==> config.mk <==
export PLATFORM = sky130hd
export DESIGN_NAME = td4x_core
export DESIGN_NICKNAME = d
export VERILOG_FILES = /design/src/rtl/td4x_core.sv
export SDC_FILE = /design/constraint.sdc
export NUM_CORES = 1
export LEC_CHECK = 0
export CORE_MARGIN = 1.5
export CORE_UTILIZATION = 31
export DETAILED_ROUTE_END_ITERATION = 8
export PLACE_DENSITY = 0.51
export SYNTH_ARGS = -nofsm -noshare
export SYNTH_HDL_FRONTEND = slang
export SYNTH_SLANG_ARGS = --single-unit
==> constraint.sdc <==
create_clock -name clk -period 2.91 [get_ports clk]
set_input_delay 0.582 -clock clk [delete_from_list [all_inputs] [get_ports clk]]
set_output_delay 0.582 -clock clk [all_outputs]
set_load 0.005 [all_outputs]
==> src/rtl/td4x_core.sv <==
// td4x_core: parametrised TD4-style accumulator core.
// Instructions arrive over a valid/req fetch handshake. Each instruction takes
// one FETCH cycle (plus wait states) and one EXEC cycle. Adds run/stall
// control, a HLT instruction and a one-cycle output strobe.
module td4x_core #(
    parameter int DW = 4,
    parameter int AW = 4
) (
    input  logic          clk,
    input  logic          rst,
    input  logic          run,
    output logic          imem_req,
    output logic [AW-1:0] imem_addr,
    input  logic          imem_valid,
    input  logic [DW+3:0] imem_data,
    input  logic [DW-1:0] in_data,
    output logic [DW-1:0] out_data,
    output logic          out_valid,
    output logic          halted
);

    localparam int IW = DW + 4;

    // Jump targets are taken from the ALU result, so the PC cannot be wider than the data path.
    generate
        if (AW > DW) begin : g_bad_aw
            $error("td4x_core: AW (%0d) must not exceed DW (%0d)", AW, DW);
        end
    endgenerate

    localparam logic [3:0] OP_ADD_A  = 4'b0000;
    localparam logic [3:0] OP_MOV_AB = 4'b0001;
    localparam logic [3:0] OP_IN_A   = 4'b0010;
    localparam logic [3:0] OP_MOV_AI = 4'b0011;
    localparam logic [3:0] OP_MOV_BA = 4'b0100;
    localparam logic [3:0] OP_ADD_B  = 4'b0101;
    localparam logic [3:0] OP_IN_B   = 4'b0110;
    localparam logic [3:0] OP_MOV_BI = 4'b0111;
    localparam logic [3:0] OP_OUT_B  = 4'b1001;
    localparam logic [3:0] OP_OUT_I  = 4'b1011;
    localparam logic [3:0] OP_HLT    = 4'b1101;
    localparam logic [3:0] OP_JNC    = 4'b1110;
    localparam logic [3:0] OP_JMP    = 4'b1111;

    typedef enum logic [1:0] {
        S_IDLE,
        S_FETCH,
        S_EXEC,
        S_HALT
    } state_e;

    state_e        state;
    logic [AW-1:0] pc;
    logic [DW-1:0] a, b;
    logic          c;
    logic [IW-1:0] ir;
    logic          req_r;

    logic [3:0]    opcode;
    logic [DW-1:0] imm;
    logic [DW-1:0] src;
    logic [DW-1:0] res;
    logic          cout;

    assign opcode = ir[IW-1:DW];
    assign imm    = ir[DW-1:0];

    // ALU: pick the source operand by opcode and add the immediate.
    always_comb begin
        // NOTE: src gets a default before the case so no path leaves it unassigned and infers a latch.
        src = '0;
        case (opcode)
            OP_ADD_A, OP_MOV_BA:           src = a;
            OP_MOV_AB, OP_ADD_B, OP_OUT_B: src = b;
            OP_IN_A, OP_IN_B:              src = in_data;
            default:                       src = '0;
        endcase
        {cout, res} = {1'b0, src} + {1'b0, imm};
    end

    // Fetch gating: rst kills an outstanding request immediately, ahead of the reset edge.
    assign imem_req  = req_r & ~rst;
    assign imem_addr = pc;

    // Control FSM plus all architectural state; outputs are registered alongside the state.
    always_ff @(posedge clk) begin
        // NOTE: all state here uses non-blocking assignments so every register samples pre-edge values.
        if (rst) begin
            state     <= S_IDLE;
            pc        <= '0;
            a         <= '0;
            b         <= '0;
            c         <= 1'b0;
            ir        <= '0;
            req_r     <= 1'b0;
            out_data  <= '0;
            out_valid <= 1'b0;
            halted    <= 1'b0;
        end else begin
            out_valid <= 1'b0;
            case (state)
                S_IDLE: begin
                    if (run) begin
                        state <= S_FETCH;
                        req_r <= 1'b1;
                    end
                end
                S_FETCH: begin
                    if (imem_valid) begin
                        ir    <= imem_data;
                        req_r <= 1'b0;
                        state <= S_EXEC;
                    end
                end
                S_EXEC: begin
                    pc <= pc + AW'(1);
                    case (opcode)
                        OP_ADD_A, OP_MOV_AB, OP_IN_A, OP_MOV_AI: begin
                            a <= res;
                            c <= cout;
                        end
                        OP_MOV_BA, OP_ADD_B, OP_IN_B, OP_MOV_BI: begin
                            b <= res;
                            c <= cout;
                        end
                        OP_OUT_B, OP_OUT_I: begin
                            out_data  <= res;
                            out_valid <= 1'b1;
                            c         <= cout;
                        end
                        OP_JNC: begin
                            // The branch tests the carry from before this instruction.
                            if (!c) pc <= res[AW-1:0];
                            c <= cout;
                        end
                        OP_JMP: begin
                            pc <= res[AW-1:0];
                            c  <= cout;
                        end
                        OP_HLT: pc <= pc;
                        default: ;
                    endcase
                    if (opcode == OP_HLT) begin
                        state  <= S_HALT;
                        halted <= 1'b1;
                    end else if (run) begin
                        state <= S_FETCH;
                        req_r <= 1'b1;
                    end else begin
                        state <= S_IDLE;
                    end
                end
                S_HALT: ;
                default: state <= S_IDLE;
            endcase
        end
    end

endmodule
Yosys cells after proc, flatten, opt, wreduce, memory -nomap -nowiden
Index checks and enable logic that the tools add are counted.
- register bits: 30
- bits in latches: 0
- memory bits (writable): 0
- memory bits (read-only): 0
- input port bits: 16
- output and inout port bits: 11
- logic and storage cells: 66
- memories: 0
- $add $sub $neg: 2
- multiply operators: 0
- divide/modulo/power cells: 0
- $lt $le $gt $ge: 0
- equal/unequal tests: 17
- shifts and indexed selects: 0
- mux-type cells: 13
- bitwise logic cells: 4
- reductions and logical operators: 20
- operators by type and width (kind ; number):
    case mux 4 bit (3 select lines) ; 2
    equality test 4 bit (second input constant) ; 5
    equality test 4 x 3 -> 1 bit (second input constant) ; 4
    AND reduction 2 bit ; 7
    OR reduction 12 bit ; 1
    equality test 4 x 2 -> 1 bit (second input constant) ; 2
    OR reduction 2 bit ; 4
    OR reduction 4 bit ; 2
    two-way mux 2 bit ; 3
    inequality test 2 bit (second input constant) ; 3
    case mux 2 bit (3 select lines) ; 1
    AND reduction 3 bit ; 2
    adder 4 x 4 -> 5 bit ; 1
    two-way mux 1 bit ; 5
    adder 4 x 1 -> 4 bit (second input constant) ; 1
    equality test 4 x 1 -> 1 bit (second input constant) ; 1
    zero test 4 bit ; 1
    two-way mux 4 bit ; 1
    NOT 1 bit ; 3
    case mux 1 bit (3 select lines) ; 1
    nonzero test 3 bit ; 1
    OR reduction 3 bit ; 1
    equality test 2 x 1 -> 1 bit (second input constant) ; 1
    equality test 2 bit (second input constant) ; 1
    2 further kinds ; 2

Logic depth before layout (Yosys ltp)
- depth in word-level cells: 6
- gate-level depth with buffers: 10
- gate-level depth less buffers: 10

Worst setup path after synthesis
No wires, ideal clock.
- path kind: reg2reg
- start point: register ir[4]
- end point: register pc[3] (netlist: imem_addr[3])
- setup time: 0.129 ns
- arrival time: 2.121 ns
- required time: 2.781 ns
- setup slack: 0.660 ns
- cell stages (with the launch flop): 10
- path buffers: 0
- clock period less this slack: 2.250 ns
- cell sequence: dfxtp_1 -> inv_1 -> a211oi_1 -> nand2_1 -> o21ai_0 -> ha_1 -> a21o_1 -> a21oi_1 -> xor2_1 -> o211ai_2
- longest elaborated chain between the ends: 6
- elaborated cells on any way between the ends: 19
- those cells by class: 1 x add/sub; 9 x eq/ne; 3 x mux; 1 x bitwise; 5 x reduce/logical
- RTL lines (item ; RTL line ; source):
    start: declaration ; 56 ; logic [IW-1:0] ir;
    start signal: assignment ; 110 ; ir <= imem_data;
    equality test 4 bit (tied with other cells) ; 72 ; case (opcode)
    OR reduction 3 bit or OR reduction 2 bit (tied branches) ; 72 ;
    case mux 4 bit (3 select lines) ; 72 ;
    adder 4 x 4 -> 5 bit ; 78 ; {cout, res} = {1'b0, src} + {1'b0, imm};
    two-way mux 4 bit ; 133 ; if (!c) pc <= res[AW-1:0];
    case mux 4 bit (3 select lines) ; 117 ; case (opcode)
    end signal: assignment ; 116 ; pc <= pc + AW'(1);
    end signal: assignment ; 133 ;
    end signal: assignment ; 137 ; pc <= res[AW-1:0];
    end: declaration ; 53 ; logic [AW-1:0] pc;
Several ways; a longest one is shown, not always the timed one.
A chain may end at the register's enable or synchronous reset.

Worst setup path in the final report
- start point: register ir[7]
- end point: register pc[2] (netlist: imem_addr[2])
Same word-level chain as after synthesis.

==> flow_metrics.env <==
export IMPL_yosysTopAreaCell="dfxtp_1"
export IMPL_p_per_area_nw_per_um2=550
export IMPL_cts_buffers=5
export IMPL_fp_dieH_um=74.5
export IMPL_end_kind="flop"
export IMPL_row_count=25
export IMPL_areaGrowthSynthToFinish_pct=29.5
export IMPL_slew_viol_final=0
export IMPL_seq_area_frac_synth=0.379
export IMPL_final_antenna_net_count=0
export IMPL_worstPathArrival_ns=2.62
export IMPL_worstSetupPathType="flop to flop"
export IMPL_antenna_found_initial=0
export IMPL_crit_start="ir[7]"
export IMPL_p_leak_uw=0.000820
export IMPL_rr_startpoint="ir[7]"
export IMPL_post_cts_resized=0
export IMPL_firstDrtPassIters=5
export IMPL_finalCritPeriodShare=0.842
export IMPL_gp_congestion=0.781
export IMPL_wirelength_um=3500
export IMPL_crit_fanout=10
export IMPL_htree_levels=2
export IMPL_ys_types=41
export IMPL_core_area_um2=4820
export IMPL_finalCriticalPeriod_ns=2.45
export IMPL_cp_slowest_cell="dfxtp_1"
export IMPL_r2r_cells=9
export IMPL_cts_setup_buffers=0
export IMPL_io_pins=27
export IMPL_grt_pass1_wl_um=6080
export IMPL_crit_end="imem_addr[2]"
export IMPL_cts_root_buf="clkbuf_8"
export IMPL_num_vias=1375
export IMPL_io_buffer_count=26
export IMPL_clkLatencyLatePin_ns=0.28
export IMPL_final_util=0.426
export IMPL_n_antenna_cell=0
export IMPL_finalHoldViolCount=0
export IMPL_slew_headroom=0.673
export IMPL_path_delay_family="adder cells"
export IMPL_crit_chain="a211oi_1, buf_4, nand2_1, o21ai_0, ha_1, fa_1, xnor2_1, mux2i_1, a32o_1"
export IMPL_hpwlAfterDp_um=2650
export IMPL_cts_buffer_depth=2
export IMPL_status="finished clean"
export IMPL_crit_buf_inv=1
export IMPL_yosysWarnings=0
export IMPL_die_area_um2=5550
export IMPL_synthesis_area_um2=1580
export IMPL_peakVddDrop_mv=0.231
export IMPL_drv_cap=0
export IMPL_setup_worst_path_start_class="flop"
export IMPL_r2r_slack_ns=0.46
export IMPL_cts_tree="done"
export IMPL_postCtsHoldBufs=0
export IMPL_drive_above_1_share=0.101
export IMPL_timing_rr_end="imem_addr[2]"
export IMPL_synth_nets=203
export IMPL_synth_cells=177
export IMPL_cp_num_cells=9
export IMPL_start_util=0.329
export IMPL_grt_usage=0.143
export IMPL_grt_pass1_vias=1309
export IMPL_fin_nets=232
export IMPL_ys_ff_latch=30
export IMPL_route_detailed_drc=0
export IMPL_synth_area_leaders="dfxtp_1 38%, mux2i_1 8.2%, ha_1 7.1%"
export IMPL_hp_class="flop to flop"
export IMPL_syn_area_per_cell_um2=8.95
export IMPL_cts_sinks=30
export IMPL_cp_data_required_time_ns=3.08
export IMPL_setup_viol=0
export IMPL_rsz0062_at_grt="false"
export IMPL_grt_remaining_overflow=0
export IMPL_tightestPinTransition_ns=0.488
export IMPL_wl_per_cell_um=12.8
export IMPL_grt_max_degree=32
export IMPL_die_width_um=74.5
export IMPL_clkTransAtPathRegs_ns=0.07
export IMPL_finalSetupTns_ns=0
export IMPL_fmax_ghz=0.408
export IMPL_vias_per_cell=5.02
export IMPL_drt_iter0_drc=76
export IMPL_synth_top_area_frac=0.379
export IMPL_fin_skew_ns=0.00526
export IMPL_worst_path_largest_cell_delay_ns=0.55
synthesized netlist by cell type, drive strengths merged:
master and number:
a211oi 3, a21boi 1, a21o 3, a21oi 17
a221oi 1, a311oi 1, a31oi 2, a32o 1
and2 1, and4b 1, buf 7, clkbuf 3
dfxtp 30, fa 1, ha 9, inv 9
mux2i 13, nand2 16, nand2b 2, nand3 16
nand3b 2, nand4 1, nand4b 2, nor2 15
nor2b 1, nor3 1, nor3b 1, o211ai 1
o21ai 6, o221ai 1, o31ai 4, o32a 1
or2 1, or3 1, xnor2 1, xor2 1
cell type report:
class	count	area, um2
fillers	507	2770
multi-input cells	128	885
flip-flops and latches	30	601
repair buffers	32	305
well taps	67	83.8
clock buffers	6	82.6
clock inverters	2	60.1
inverters	9	33.8
worst min path at each step:
| stage | from | endpoint | cells past startpoint |
|---|---|---|---|
| after CTS | a[3] | a[3] | 2 |
| final | a[3] | a[3] | 2 |
| after global placement | halted | halted | 2 |
| after floorplan | ir[0] | ir[0] | 2 |
| after global routing | ir[2] | ir[2] | 2 |
| after detailed placement | halted | halted | 2 |
sequential cells by signal (all words and copies together) (netlist names):
name	flops
req_r	1
b	4
c	1
a	4
halted	1
ir	8
state	2
out_valid	1
imem_addr	4
out_data	4
cell usage in the layout (no fill, tap or decap), types with 2 or more instances in the layout:
cell type         n
nor2_1           15
a211oi_1          3
nand3_1          16
nand2b_1          2
clkbuf_8          6
dfxtp_1          30
bufinv_16         2
a21o_1            3
a21oi_1          16
a31oi_1           2
o21ai_0           6
ha_1              9
nand3b_1          2
clkdlybuf4s50_1  26
o31ai_1           4
nand2_1          16
buf_4             6
inv_1             9
mux2i_1          13
cell families after synthesis:
kind of cell    Yosys count  synth area share
compound gates           42             0.181
simple gates             61             0.201
xor+xnor                  2            0.0111
fa+ha+maj                10            0.0837
flops                    30             0.379
buf+inv                  19            0.0624
mux                      13            0.0821
power by group:
| part | switching (uW) | leakage [uW] | internal (uW) |
|---|---|---|---|
| Clock | 160 | 0.0000714 | 365 |
| Sequential | 15.4 | 0.000243 | 428 |
| Combinational | 82.9 | 0.000506 | 76.1 |
per-stage QoR:
stage	hold slack (ns)	setup slack (ns)	std cells	power, uW	cell area (um2)
after floorplan	0.441	0.660	177	555	1580
after global placement	0.455	0.268	266	608	1910
after detailed placement	0.461	0.219	266	614	1910
after CTS	0.474	0.431	274	1140	2050
after global routing	0.496	0.305	274	1180	2050
final	0.470	0.459	274	1130	2050
tightest hold or removal path: cells and delay by family (launching register included):
| kind | cells | cell delay, ns |
|---|---|---|
| AOI/OAI and AO/OA | 1 | 0.05 |
| and+or+nand+nor | 1 | 0.06 |
| DFF | 1 | 0.31 |
metal layers:
metal,vias up,track usage,routed length (um)
li1,683,-,-
met1,659,0.176,1630
met2,27,0.245,1680
met3,6,0.0339,135
met4,0,0.0485,51
met5,-,0,0
No activity file was read; power rests on OpenSTA's default activity.
